File: src/rtl/switch_debouncer_if.sv
// switch_debouncer_if: switch bus between the raw slide switches, the debouncer and the divider select.
//   switch_in  [W]  raw asynchronous switch levels (driven by master)
//   switch_out [W]  debounced, registered switch value (driven by slave)
//   changed         one-cycle strobe on every accepted update (driven by slave)
//   settling        high while a candidate value is being timed (driven by slave)
interface switch_debouncer_if #(
   parameter int W = 2
);
   logic [W-1:0] switch_in;
   logic [W-1:0] switch_out;
   logic         changed;
   logic         settling;
   modport master (output switch_in, input switch_out, changed, settling);
   modport slave (input switch_in, output switch_out, changed, settling);
endinterface

File: src/rtl/switch_debouncer.sv
// switch_debouncer: synchronises a raw switch vector and accepts a new value only after it holds stable.
//   clk  system clock, the only clock
//   rst  synchronous, active-high reset
//   bus  slave side of switch_debouncer_if: switch_in in; switch_out, changed, settling out
module switch_debouncer #(
   parameter int W               = 2,
   parameter int DEBOUNCE_CYCLES = 1000000,
   parameter int CNT_W           = 20
) (
   input logic               clk,
   input logic               rst,
   switch_debouncer_if.slave bus
);
   localparam logic [CNT_W-1:0] LAST = CNT_W'(DEBOUNCE_CYCLES - 1);
   typedef enum logic {STABLE, SETTLING} state_t;
   state_t           state;
   logic [W-1:0]     sync_1;
   logic [W-1:0]     sync_2;
   logic [W-1:0]     candidate;
   logic [W-1:0]     value;
   logic [CNT_W-1:0] cnt;
   logic             strobe;
   logic             busy;
   always_ff @(posedge clk) begin
      if (rst) begin
         state     <= STABLE;
         sync_1    <= '0;
         sync_2    <= '0;
         candidate <= '0;
         value     <= '0;
         cnt       <= '0;
         strobe    <= 1'b0;
         busy      <= 1'b0;
      end else begin
         sync_1 <= bus.switch_in;
         sync_2 <= sync_1;
         strobe <= 1'b0;
         if (state == STABLE) begin
            if (sync_2 != value) begin
               candidate <= sync_2;
               cnt       <= '0;
               state     <= SETTLING;
               busy      <= 1'b1;
            end
         end else if (sync_2 == value) begin
            // input fell back to the accepted value: the excursion was a glitch
            cnt   <= '0;
            state <= STABLE;
            busy  <= 1'b0;
         end else if (sync_2 != candidate) begin
            // a different new value restarts the window, so intermediate codes never leak out
            candidate <= sync_2;
            cnt       <= '0;
         end else if (cnt == LAST) begin
            value  <= candidate;
            strobe <= 1'b1;
            cnt    <= '0;
            state  <= STABLE;
            busy   <= 1'b0;
         end else begin
            cnt <= cnt + 1'b1;
         end
      end
   end
   assign bus.switch_out = value;
   assign bus.changed    = strobe;
   assign bus.settling   = busy;
endmodule

File: src/flat_wrapper.sv
// flat-port wrapper written by rule: the top's interface ports become plain ports
module switch_debouncer_flat 
#(
   parameter int W               = 2,
   parameter int DEBOUNCE_CYCLES = 1000000,
   parameter int CNT_W           = 20
)
  (clk, rst, bus_switch_in, bus_switch_out, bus_changed, bus_settling);
  switch_debouncer_if #(.W(W)) bus_i ();
  input logic clk;
  input logic rst;
  input wire logic [$bits(bus_i.switch_in)-1:0] bus_switch_in;
  output wire logic [$bits(bus_i.switch_out)-1:0] bus_switch_out;
  output wire logic [$bits(bus_i.changed)-1:0] bus_changed;
  output wire logic [$bits(bus_i.settling)-1:0] bus_settling;
  assign bus_i.switch_in = bus_switch_in;
  assign bus_switch_out = bus_i.switch_out;
  assign bus_changed = bus_i.changed;
  assign bus_settling = bus_i.settling;
  switch_debouncer #(.W(W), .DEBOUNCE_CYCLES(DEBOUNCE_CYCLES), .CNT_W(CNT_W)) u_core (.clk(clk), .rst(rst), .bus(bus_i));
endmodule
File: config.mk
export PLATFORM = sky130hd
export DESIGN_NAME = switch_debouncer_flat
export DESIGN_NICKNAME = d
export VERILOG_FILES = /design/src/rtl/switch_debouncer_if.sv /design/src/rtl/switch_debouncer.sv /design/src/flat_wrapper.sv
export SDC_FILE = /design/constraint.sdc
export NUM_CORES = 1
export LEC_CHECK = 0
export ABC_AREA = 1
export ABC_CLOCK_PERIOD_IN_PS = 3870
export CAP_MARGIN = 10
export CORE_ASPECT_RATIO = 2
export CORE_MARGIN = 2
export CORE_UTILIZATION = 50
export DETAILED_ROUTE_END_ITERATION = 8
export PLACE_DENSITY = 0.67
export SYNTH_ARGS = -nofsm -noshare
export SYNTH_HDL_FRONTEND = slang
export SYNTH_SLANG_ARGS = --single-unit
export TNS_END_PERCENT = 1
File: constraint.sdc
create_clock -name clk -period 3.87 [get_ports clk]
set_input_delay 0.774 -clock clk [delete_from_list [all_inputs] [get_ports clk]]
set_output_delay 0.774 -clock clk [all_outputs]
set_load 0.02 [all_outputs]
## Word-level counts from Yosys, hierarchy flattened

Cells that the tools add are included.

- Output and inout bits: 4
- Word-level logic and storage cells: 45
- Bits of input ports: 4
- Register bits after elaboration: 31

- $add $sub $neg: 1
- Eq/ne operators: 8
- Muxes and demuxes: 20
- Bitwise gates (word level): 3
- Reduce and logical (&&, ||, !) cells: 5

Operators with widths:

| kind | count |
|---|---|
| $mux 20 | 5 |
| $add 20x1->20 const B | 1 |
| $eq 20x20->1 const B | 1 |
| $mux 1 | 11 |
| $mux 2 | 4 |
| $ne 3x3->1 const B | 2 |
| $reduce_and 3->1 | 2 |
| $ne 2x2->1 | 2 |
| $ne 2x2->1 const B | 2 |
| $reduce_and 4->1 | 1 |
| $reduce_or 4->1 | 1 |
| $not 1->1 | 3 |
| $eq 2x2->1 | 1 |
| $reduce_bool 2->1 | 1 |

## Logic depth before layout (Yosys ltp)

Gate-level depths: netlist of the first run.

- Word-level depth: 5
- Mapped depth: 10
- Gate-level depth less buffers: 10

## Least setup slack after synthesis of the first run

OpenSTA, ideal clock, no wires.

- Path kind: register to register
- Start point: register u_core.cnt[0]
- End point: register u_core.cnt[11]
- Buffers on the path: 1
- Path slack: 2.453 ns
- Setup time: 0.135 ns
- Data arrival time: 1.282 ns
- Stages on the path, launching flop included: 10
- Data required time: 3.735 ns
- Period minus slack after synthesis: 1.417 ns
- Cell sequence: dfxtp_1 ha_1 nand2_1 nor2_1 nand3_1 nor2_2 nor2_4 buf_12 nand3_2 a21oi_2

- Longest elaborated chain between the ends: 5
- Elaborated cells on any way between the ends: 6
- Classes of those cells: add/sub (1); eq/ne (1); mux (4)

Ends and longest elaborated chain:

| element | line | source |
|---|---|---|
| start, declared | switch_debouncer.sv:21 | `logic [CNT_W-1:0] cnt;` |
| start signal, assigned | switch_debouncer.sv:61 | `cnt <= cnt + 1'b1;` |
| $add 20x1->20 or $eq 20x20->1 (tied branches) | switch_debouncer.sv:61, switch_debouncer.sv:54 |  |
| $mux 20 * | switch_debouncer.sv:54 | `end else if (cnt == LAST) begin` |
| $mux 20 * | switch_debouncer.sv:50 | `end else if (sync_2 != candidate) begin` |
| $mux 20 * | switch_debouncer.sv:45 | `end else if (sync_2 == value) begin` |
| $mux 20 * | switch_debouncer.sv:38 | `if (state == STABLE) begin` |

Mark *: on every way between the ends. The rest lies on a longest branch, timed or not.
A chain may end at the register's enable or synchronous reset.

## Worst setup path in the final report of the first run

- Start point: register u_core.value[0] (netlist: u_core.bus.switch_out[0])
- End point: output bus_switch_out[0]

RTL lines:

| element | line | source |
|---|---|---|
| start, declared | switch_debouncer.sv:20 | `logic [W-1:0] value;` |
| start signal, assigned | switch_debouncer.sv:55 | `value <= candidate;` |
| end, declared | flat_wrapper.sv:13 | `output wire logic [$bits(bus_i.switch_out)-1:0] bus_switch_out;` |

No word-level cell between the ends.

==> results of run 1 <==
==> cell families after synthesis <==
group,synth area share (%)
compound gates,11.7
fa+ha+maj,0.716
xor+xnor,4.51
simple gates,37.9
buf+inv,9.74
flops,35.5
==> placed cells by master (no fill, tap or decap), types with 2 or more instances in the layout <==
cell and n:
clkdlybuf4s50_1 7, a21oi_2 7, nor3_1 2, nor2_1 31
nor2_2 5, or2_2 2, clkbuf_8 5, nor2_4 2
nand2_1 59, inv_2 3, xor2_1 9, nand2_2 11
nand3_2 5, dfxtp_1 31, a21oi_1 11, o21ai_0 11
inv_1 33, nand3_1 15, nand4_1 4
==> state kept, by name (all words and copies together) (netlist names) <==
register               count
u_core.state               1
u_core.sync_1              2
u_core.sync_2              2
u_core.candidate           2
u_core.cnt                20
u_core.bus.switch_out      2
u_core.bus.changed         1
u_core.bus.settling        1
==> per-layer routing <==
metal	vias up	GRT usage, %	wire length, um
li1	804	-	-
met3	7	5.57	82
met1	706	19.8	1380
met4	0	9.61	89
met5	-	0	0
met2	16	38.8	2080
==> cell type report <==
cell class	count	area share (%)
well taps	32	2.09
multi-input cells	180	50.0
flip-flops and latches	31	32.4
inverters	36	7.05
repair buffers	8	4.05
clock buffers	6	3.79
clock inverters	2	0.653
==> final timing paths <==
check / from / to / cells after the start
setup / recovery: u_core.bus.switch_out[0] / bus_switch_out[0] / 1
hold / removal: u_core.sync_1[1] / u_core.sync_2[1] / 2
setup reg to reg: u_core.cnt[1] / u_core.cnt[16] / 8
hold reg to reg: u_core.sync_1[1] / u_core.sync_2[1] / 2
==> power groups by stage <==
stage | combinational (mW) | clock, mW | sequential [mW]
floorplan | 0.0367 | 0 | 0.335
global placement | 0.0489 | 0 | 0.336
detailed placement | 0.0489 | 0 | 0.336
CTS | 0.0492 | 0.254 | 0.328
global route | 0.0542 | 0.267 | 0.329
finish | 0.0484 | 0.248 | 0.328
==> synth_stat cells (all sizes together) <==
cell    count  area [um^2]
nand3      21          143
nand2      71          302
buf         2         27.5
o21bai      1         7.51
inv        36          135
dfxtp      31          621
or2         2         12.5
ha          1         12.5
clkbuf      2         7.51
a21oi      18          116
xor2        9         78.8
nor3        2         10.0
nor2       38          170
o21ai      13         80.1
nand4       4         25.0
==> per-stage QoR <==
step           area [um^2]  instances  setup slack [ps]
3_3_place_gp          1830        287              1840
5_1_grt               1920        295              1760
4_1_cts               1920        295              1770
6_report              1920        295              1770
3_5_place_dp          1830        287              1840
2_1_floorplan         1750        251              2450
==> qor.yml, run 1 <==
required_ps: 3100
whs_ps: 407
relSlewSlack_pct: 63.6
cts-root-buf: "clkbuf_8"
grt-ovfl-total: 0
htreeDepth: 2
comb_power_share_pct: 7.7
grt_usage_pct: 20.8
io_pins: 8
fillers: 365
clk_latency_ps: 290
synth-seq-cells: 31
finalCritPeriodShare_pct: 54.2
power_density_nw_per_um2: 326
drive_gt1_share_pct: 17.9
cts_buffers: 5
vdd_ir_drop_max_mv: 0.211
drc: 0
rows: 30
status: "complete, no violations"
antenna_found_initial: 0
die_height_um: 87.6
path_cells: "clkdlybuf4s50_1"
p_clk_share_pct: 39.7
place_hpwl_um: 2800
coreArea_um2: 3380
syn_avg_cell_area_um2: 6.96
drv_cap: 0
final-max-slew-violation-count: 0
first_pass_iters: 4
crit_slowest_cell: "clkdlybuf4s50_1"
clock_sinks: 31
num_antenna_cells: 0
power_mw: 0.625
critPathBufInv: 1
start_util_pct: 51.7
sw_frac_of_total_pct: 25.4
port_buffers: 7
multi_input_area_um2: 957
drt_iter0_markers: 40
antenna_left: 0
grt_pass1_wl_um: 5950
via_per_inst: 5.20
cp_top_family: "buffers and inverters"
syn_to_final_growth_pct: 9.59
rsz0062_at_grt: "no"
tightest_slew_ps: 541
p_int_mw: 0.466
place_congestion: 0.876
first_global_vias: 1373
seq_area_frac_synth_pct: 35.5
routed_wl_um: 3640
die-area_um2: 4010
slowest_delay_ps: 630
postCtsHoldBufs: 0
setup_violations: 0
vias: 1533
grt_max_degree: 16
synth_nets: 256
syn_inst: 251
startpoint_type: "flop"
wl_per_cell_um: 12.3
ys_types: 26
min_path_type: "reg -> reg"
power.switching_mw: 0.159
ys_warn_count: 0
post-route-min-period_ps: 2100
final_core_util_pct: 56.7
crit_type: "reg -> out"
final_nets: 267
clk_pin_slew_ps: 60
cts_resized: 0
cts_setup_buffers: 0
seqPwrFrac_pct: 52.5
setup_tns_ps: 0
worstPathMaxFanout: 4
netlist_area_um2: 1750
rrSetupSlack_ps: 2100
seq_area_um2: 621
p_leak_nw: 0.738
finClkSkew_ps: 8.63
finalHoldViolCount: 0
fp.dieW_um: 45.8
arrival_ps: 1320
cts_tree: "yes"
clock.fmax_ghz: 0.477
critPathCaptureType: "output port"
cts_max_path_buffers: 2
No activity file was read; power rests on OpenSTA's default activity.
==> run 2: changes to the inputs <==
- ABC_CLOCK_PERIOD_IN_PS: 3870 -> 1800
- PLACE_DENSITY: 0.67 -> 0.7
- clock period: 3.87 -> 1.8 ns (I/O delays scaled with it)
==> run 2 against run 1 <==
Compared with the run above: clock-buffer cell count did not move; sequential power rose by 110%; flip-flop and latch count is the same; core utilization up 1.6 points; combinational power rose by 130%; clock skew fell by 6.8 ps; first-iteration DRC count down 57%; final cell count increased by 0.68%; sequential share of layout area fell by 0.87 points; highest routed layer unchanged.
==> qor.yml, run 2 (synthesis gave the netlist of run 1 again) <==
vdd_ir_drop_max_mv: 0.431  # was 0.211 mV
drv_cap: 0  # unchanged
finalHoldViolCount: 0  # unchanged
drive_gt1_share_pct: 19.6  # was 17.9%
met3_usage_pct: 5.57  # unchanged
first_global_vias: 1552  # was 1373
antenna_left: 0  # unchanged
syn_to_final_growth_pct: 12.6  # was 9.59%
crit_cells: 1  # unchanged
num_antenna_cells: 0  # unchanged
clock.fmax_ghz: 0.607
wl_per_cell_um: 12.4  # was 12.3 um
post_dp_cell_area_um2: 1850  # was 1830 um^2
grt_usage_pct: 22.2  # was 20.8%
grt_max_degree: 15  # was 16
power_density_nw_per_um2: 777  # was 326 nW/um^2
cts-root-buf: "clkbuf_8"  # unchanged
routed_wl_um: 3700  # was 3640 um
rows: 30  # unchanged
dp_cells: 289  # was 287
hold_path_depth: 2  # unchanged
vias: 1556  # was 1533
final_cell_mix: "nand2_1, inv_1, dfxtp_1, nor2_1, nand3_1"  # was nand2_1, inv_1, nor2_1, dfxtp_1, nand3_1
status: "complete, no violations"  # unchanged
htreeDepth: 2  # unchanged
place_congestion: 0.843  # was 0.876
die-area_um2: 4010  # unchanged
finalCritPeriodShare_pct: 91.5
grt_busiest_layer: "met2"  # unchanged
worstPathMaxFanout: 4  # unchanged
final_nets: 269  # was 267
port_buffers: 7  # unchanged
clock_sinks: 31  # unchanged
postCtsHoldBufs: 0  # unchanged
relSlewSlack_pct: 67.8  # was 63.6%
setup_ws_ps: 152  # was 1770 ps
ff2ff_path_depth: 8  # unchanged
finalInstanceArea_um2: 1970  # was 1920 um^2
drc: 0  # unchanged
startpoint_type: "flop"  # unchanged
via_per_inst: 5.24  # was 5.20
start_util_pct: 51.7  # unchanged
min_path_type: "reg -> reg"  # unchanged
fp.dieW_um: 45.8  # unchanged
layoutNonFillerInstCount: 297  # was 295
use_met2_pct: 40.3  # was 38.8%
io_pins: 8  # unchanged
critPathBufInv: 1  # unchanged
die_height_um: 87.6  # unchanged
cp_top_family: "buffers and inverters"  # unchanged
pre_cts_slack_ps: 158  # was 1840 ps
grt-ovfl-total: 0  # unchanged
finClkSkew_ps: 1.85  # was 8.63 ps
cts_max_path_buffers: 2  # unchanged
grtUsageMet1_pct: 20.4  # was 19.8%
clk_pin_slew_ps: 70  # was 60 ps
rsz0062_at_grt: "no"  # unchanged
coreArea_um2: 3380  # unchanged
crit_type: "reg -> out"  # unchanged
required_ps: 1440  # was 3100 ps
cts_tree: "yes"  # unchanged
slowest_delay_ps: 630  # about the same
top_register: "u_core.cnt"  # unchanged
arrival_ps: 1290  # was 1320 ps
critPathCaptureType: "output port"  # unchanged
antenna_found_initial: 0  # unchanged
cts_buffers: 5  # unchanged
clk_latency_ps: 290  # about the same
power_mw: 1.53  # was 0.625 mW
path_cells: "clkdlybuf4s50_1"  # unchanged
layout_commonest_cell: "nand2_1"  # unchanged
tightest_slew_ps: 481  # was 541 ps
grt_pass1_wl_um: 6420  # was 5950 um
first_pass_iters: 4  # unchanged
crit_slowest_cell: "clkdlybuf4s50_1"  # unchanged
setup_violations: 0  # unchanged
setup_tns_ps: 0  # unchanged
place_hpwl_um: 2820  # was 2800 um
drt_iter0_markers: 17  # was 40
final-max-slew-violation-count: 0  # unchanged
p_leak_nw: 0.768  # was 0.738 nW
largest_reg_flops: 20  # unchanged
post-route-min-period_ps: 1650
==> run 2: changes by cell type in the layout (fill, tap and decap cells not counted), sizes merged <==
cell	delta
buf	+2
bufinv	+1
clkinvlp	-1
==> run 2: stage by stage <==
stage / hold slack (ps) / util (%)
after global placement: 391 / 54.6
final: 406 / 58.3
after detailed placement: 395 / 54.6
after global routing: 459 / 58.3
after CTS: 407 / 58.1
after floorplan: 388 / -
==> run 2: report_power, final <==
part	switching, mW	internal, mW	leakage [nW]	total, mW
logic	0.0725	0.0366	0.455	0.109
registers	0.00794	0.697	0.251	0.705
clock network	0.268	0.447	0.0612	0.715
==> run 2: routing by layer <==
layer / part of all wire [%] / routed length (um) / vias to the layer above
li1: - / - / 807
met1: 37 / 1380 / 707
met2: 55 / 2040 / 25
met3: 2.9 / 108 / 17
met4: 4.5 / 168 / 0
met5: 0 / 0 / -
==> run 2: final cells by class <==
| type | instances | area [um^2] |
|---|---|---|
| inverters | 36 | 135 |
| clock inverters | 2 | 35.0 |
| well taps | 32 | 40.0 |
| flip-flops and latches | 31 | 621 |
| multi-input cells | 180 | 962 |
| clock buffers | 6 | 82.6 |
| fillers | 332 | 1410 |
| repair buffers | 10 | 92.6 |
==> run 2: repair_timing <==
item,4_1_cts,5_1_grt
setup buffers,0,0
endpoints found under the hold margin,0,0
gates resized for setup,0,2
setup endpoints to repair,0,8
==> run 2: worst paths after layout <==
path / startpoint / slack (ps) / end
max: u_core.bus.switch_out[1] / 150 / bus_switch_out[1]
min reg2reg: u_core.sync_1[0] / 410 / u_core.sync_2[0]
min: u_core.sync_1[0] / 410 / u_core.sync_2[0]
max reg2reg: u_core.cnt[0] / 160 / u_core.cnt[14]
==> run 3: changes to the inputs <==
- ABC_CLOCK_PERIOD_IN_PS: 1800 -> 1500
- clock period: 1.8 -> 1.5 ns (I/O delays scaled with it)
==> run 3 against run 2 <==
Compared with the run above: the run now ends with negative setup slack left; clock skew increased by 9.7 ps; setup slack got worse by 190 ps; largest power group is now sequential cells; sequential share of layout area decreased by 3.3 points; final cell count increased by 8.8%; flip-flop and latch count unchanged.
==> qor.yml, run 3 (synthesis gave the netlist of run 1 again) <==
slowest_delay_ps: 350  # was 630 ps
drc: 0  # unchanged
tightest_slew_ps: 406  # was 481 ps
power_density_nw_per_um2: 749  # was 777 nW/um^2
min_path_type: "reg -> reg"  # unchanged
wl_per_cell_um: 12.9  # was 12.4 um
die-area_um2: 4010  # unchanged
rows: 30  # unchanged
largest_reg_flops: 20  # unchanged
seqPwrFrac_pct: 51.3  # was 46.1%
clk_latency_ps: 290  # about the same
setup_tns_ps: -95.3  # was 0 ps
relSlewSlack_pct: 72.9  # was 67.8%
ff2ff_path_depth: 9  # was 8
critPathCaptureType: "flop"  # was output port
grt_pass1_wl_um: 6510  # was 6420 um
io_pins: 8  # unchanged
power.switching_mw: 0.398  # was 0.348 mW
vias: 1679  # was 1556
grt-ovfl-total: 0  # unchanged
required_ps: 1660  # was 1440 ps
startpoint_type: "flop"  # unchanged
finalCritPeriodShare_pct: 102
cpMostUsedCell: "nor2_4"
finClkSkew_ps: 11.6  # was 1.85 ps
clock_sinks: 31  # unchanged
arrival_ps: 1700  # was 1290 ps
failed_checks: "negative setup slack"
first_pass_iters: 4  # unchanged
postCtsHoldBufs: 0  # unchanged
final-max-slew-violation-count: 0  # unchanged
path_cells: "ha_4, nand2_4, nor2_4, nand3_2, nor2_4, nor2_4, buf_12, o21ai_4, nor2_1"  # was clkdlybuf4s50_1
crit_type: "reg -> reg"  # was reg -> out
place_congestion: 0.863  # was 0.843
layout_commonest_cell: "nand2_1"  # unchanged
grt_max_degree: 15  # unchanged
final_nets: 296  # was 269
setup_ws_ps: -35.3  # was 152 ps
antenna_found_initial: 0  # unchanged
routed_wl_um: 4160  # was 3700 um
rsz0062_at_grt: "yes"  # was no
clock.fmax_ghz: 0.651
fp.dieW_um: 45.8  # unchanged
syn_to_final_growth_pct: 26.3  # was 12.6%
worstPathMaxFanout: 7  # was 4
sw_frac_of_total_pct: 24.1  # was 22.8%
rrSetupSlack_ps: -40  # was 160 ps
vdd_ir_drop_max_mv: 0.810  # was 0.431 mV
drt_iter0_markers: 51  # was 17
die_height_um: 87.6  # unchanged
cts_max_path_buffers: 2  # unchanged
coreArea_um2: 3380  # unchanged
comb_power_share_pct: 9.4  # was 7.1%
power_mw: 1.65  # was 1.53 mW
p_leak_nw: 0.943  # was 0.768 nW
start_util_pct: 51.7  # unchanged
htreeDepth: 2  # unchanged
finalHoldViolCount: 0  # unchanged
cts-root-buf: "clkbuf_8"  # unchanged
cts_buffers: 5  # unchanged
port_buffers: 7  # unchanged
drive_gt1_share_pct: 29.6  # was 19.6%
post-route-min-period_ps: 1540
setup_violations: 5  # was 0
status: "finished with violations"  # was complete, no violations
cts_tree: "yes"  # unchanged
first_global_vias: 1596  # was 1552
via_per_inst: 5.20  # was 5.24
final_cell_mix: "nand2_1, inv_1, buf_4, dfxtp_1, nor2_1"  # was nand2_1, inv_1, dfxtp_1, nor2_1, nand3_1
hold_path_depth: 2  # unchanged
antenna_left: 0  # unchanged
clk_pin_slew_ps: 60  # was 70 ps
place_hpwl_um: 3190  # was 2820 um
p_clk_share_pct: 39.3  # was 46.8%
layoutNonFillerInstCount: 323  # was 297
grt_usage_pct: 22.8  # was 22.2%
top_register: "u_core.cnt"  # unchanged
crit_slowest_cell: "dfxtp_2"  # was clkdlybuf4s50_1
p_int_mw: 1.25  # was 1.18 mW
whs_ps: 410  # was 406 ps
drv_cap: 0  # unchanged
dp_cells: 313  # was 289
num_antenna_cells: 0  # unchanged
-- run 3: cell count changes in the layout (fill, tap and decap cells not counted), sizes merged --
cell,delta
dlymetal6s2s,+1
dlygate4sd2,+3
buf,+27
bufinv,-1
clkdlybuf4s50,-4
-- run 3: metrics by stage --
| stage | cell area, um^2 | setup WS [ps] | utilization (%) |
|---|---|---|---|
| 5_1_grt | 2210 | -134 | 65.3 |
| 4_1_cts | 2140 | -67.0 | 63.4 |
| 3_5_place_dp | 2030 | -138 | 60.0 |
| 2_1_floorplan | 1750 | 83.1 | - |
| 3_3_place_gp | 2030 | -65.2 | 60.0 |
| 6_report | 2210 | -35.3 | 65.3 |
-- run 3: final timing paths --
path,end,startpoint
max,u_core.cnt[4],u_core.cnt[1]
min,u_core.sync_2[0],u_core.sync_1[0]
max reg2reg,u_core.cnt[4],u_core.cnt[1]
min reg2reg,u_core.sync_2[0],u_core.sync_1[0]
-- run 3: layout make-up --
cell class	instances	area [um^2]
tap	32	40.0
sequential	31	623
multi-input combinational	180	1010
inverter	36	140
clock inverter	1	5.00
fill	303	1170
timing repair buffer	37	307
clock buffer	6	82.6
-- run 3: repair_timing --
action                     in CTS  in global routing
gates cloned                    0                  0
buffers inserted                2                  1
gates resized for setup         6                 16
setup endpoints to repair      24                 23
pin swaps                       2                  8
-- run 3: routing by layer --
| layer | wire length, um | track usage (%) | vias up |
|---|---|---|---|
| li1 | - | - | 862 |
| met1 | 1420 | 18.9 | 777 |
| met2 | 2490 | 45.7 | 29 |
| met3 | 100 | 4.74 | 11 |
| met4 | 158 | 11.4 | 0 |
| met5 | 0 | 0 | - |
-- run 3: worst max-delay path: cells and delay by family (launching register included) --
| family | cells | cell delay (ps) |
|---|---|---|
| simple gates | 6 | 530 |
| flops | 1 | 350 |
| buf+inv | 1 | 130 |
| fa+ha+maj | 1 | 150 |
| compound gates | 1 | 250 |
-- run 3: power by group through the flow --
stage / Clock (mW) / Combinational, mW / Sequential (mW)
2_1_floorplan: 0 / 0.0948 / 0.865
3_3_place_gp: 0 / 0.150 / 0.864
3_5_place_dp: 0 / 0.152 / 0.865
4_1_cts: 0.665 / 0.153 / 0.847
5_1_grt: 0.692 / 0.172 / 0.848
6_report: 0.649 / 0.156 / 0.847
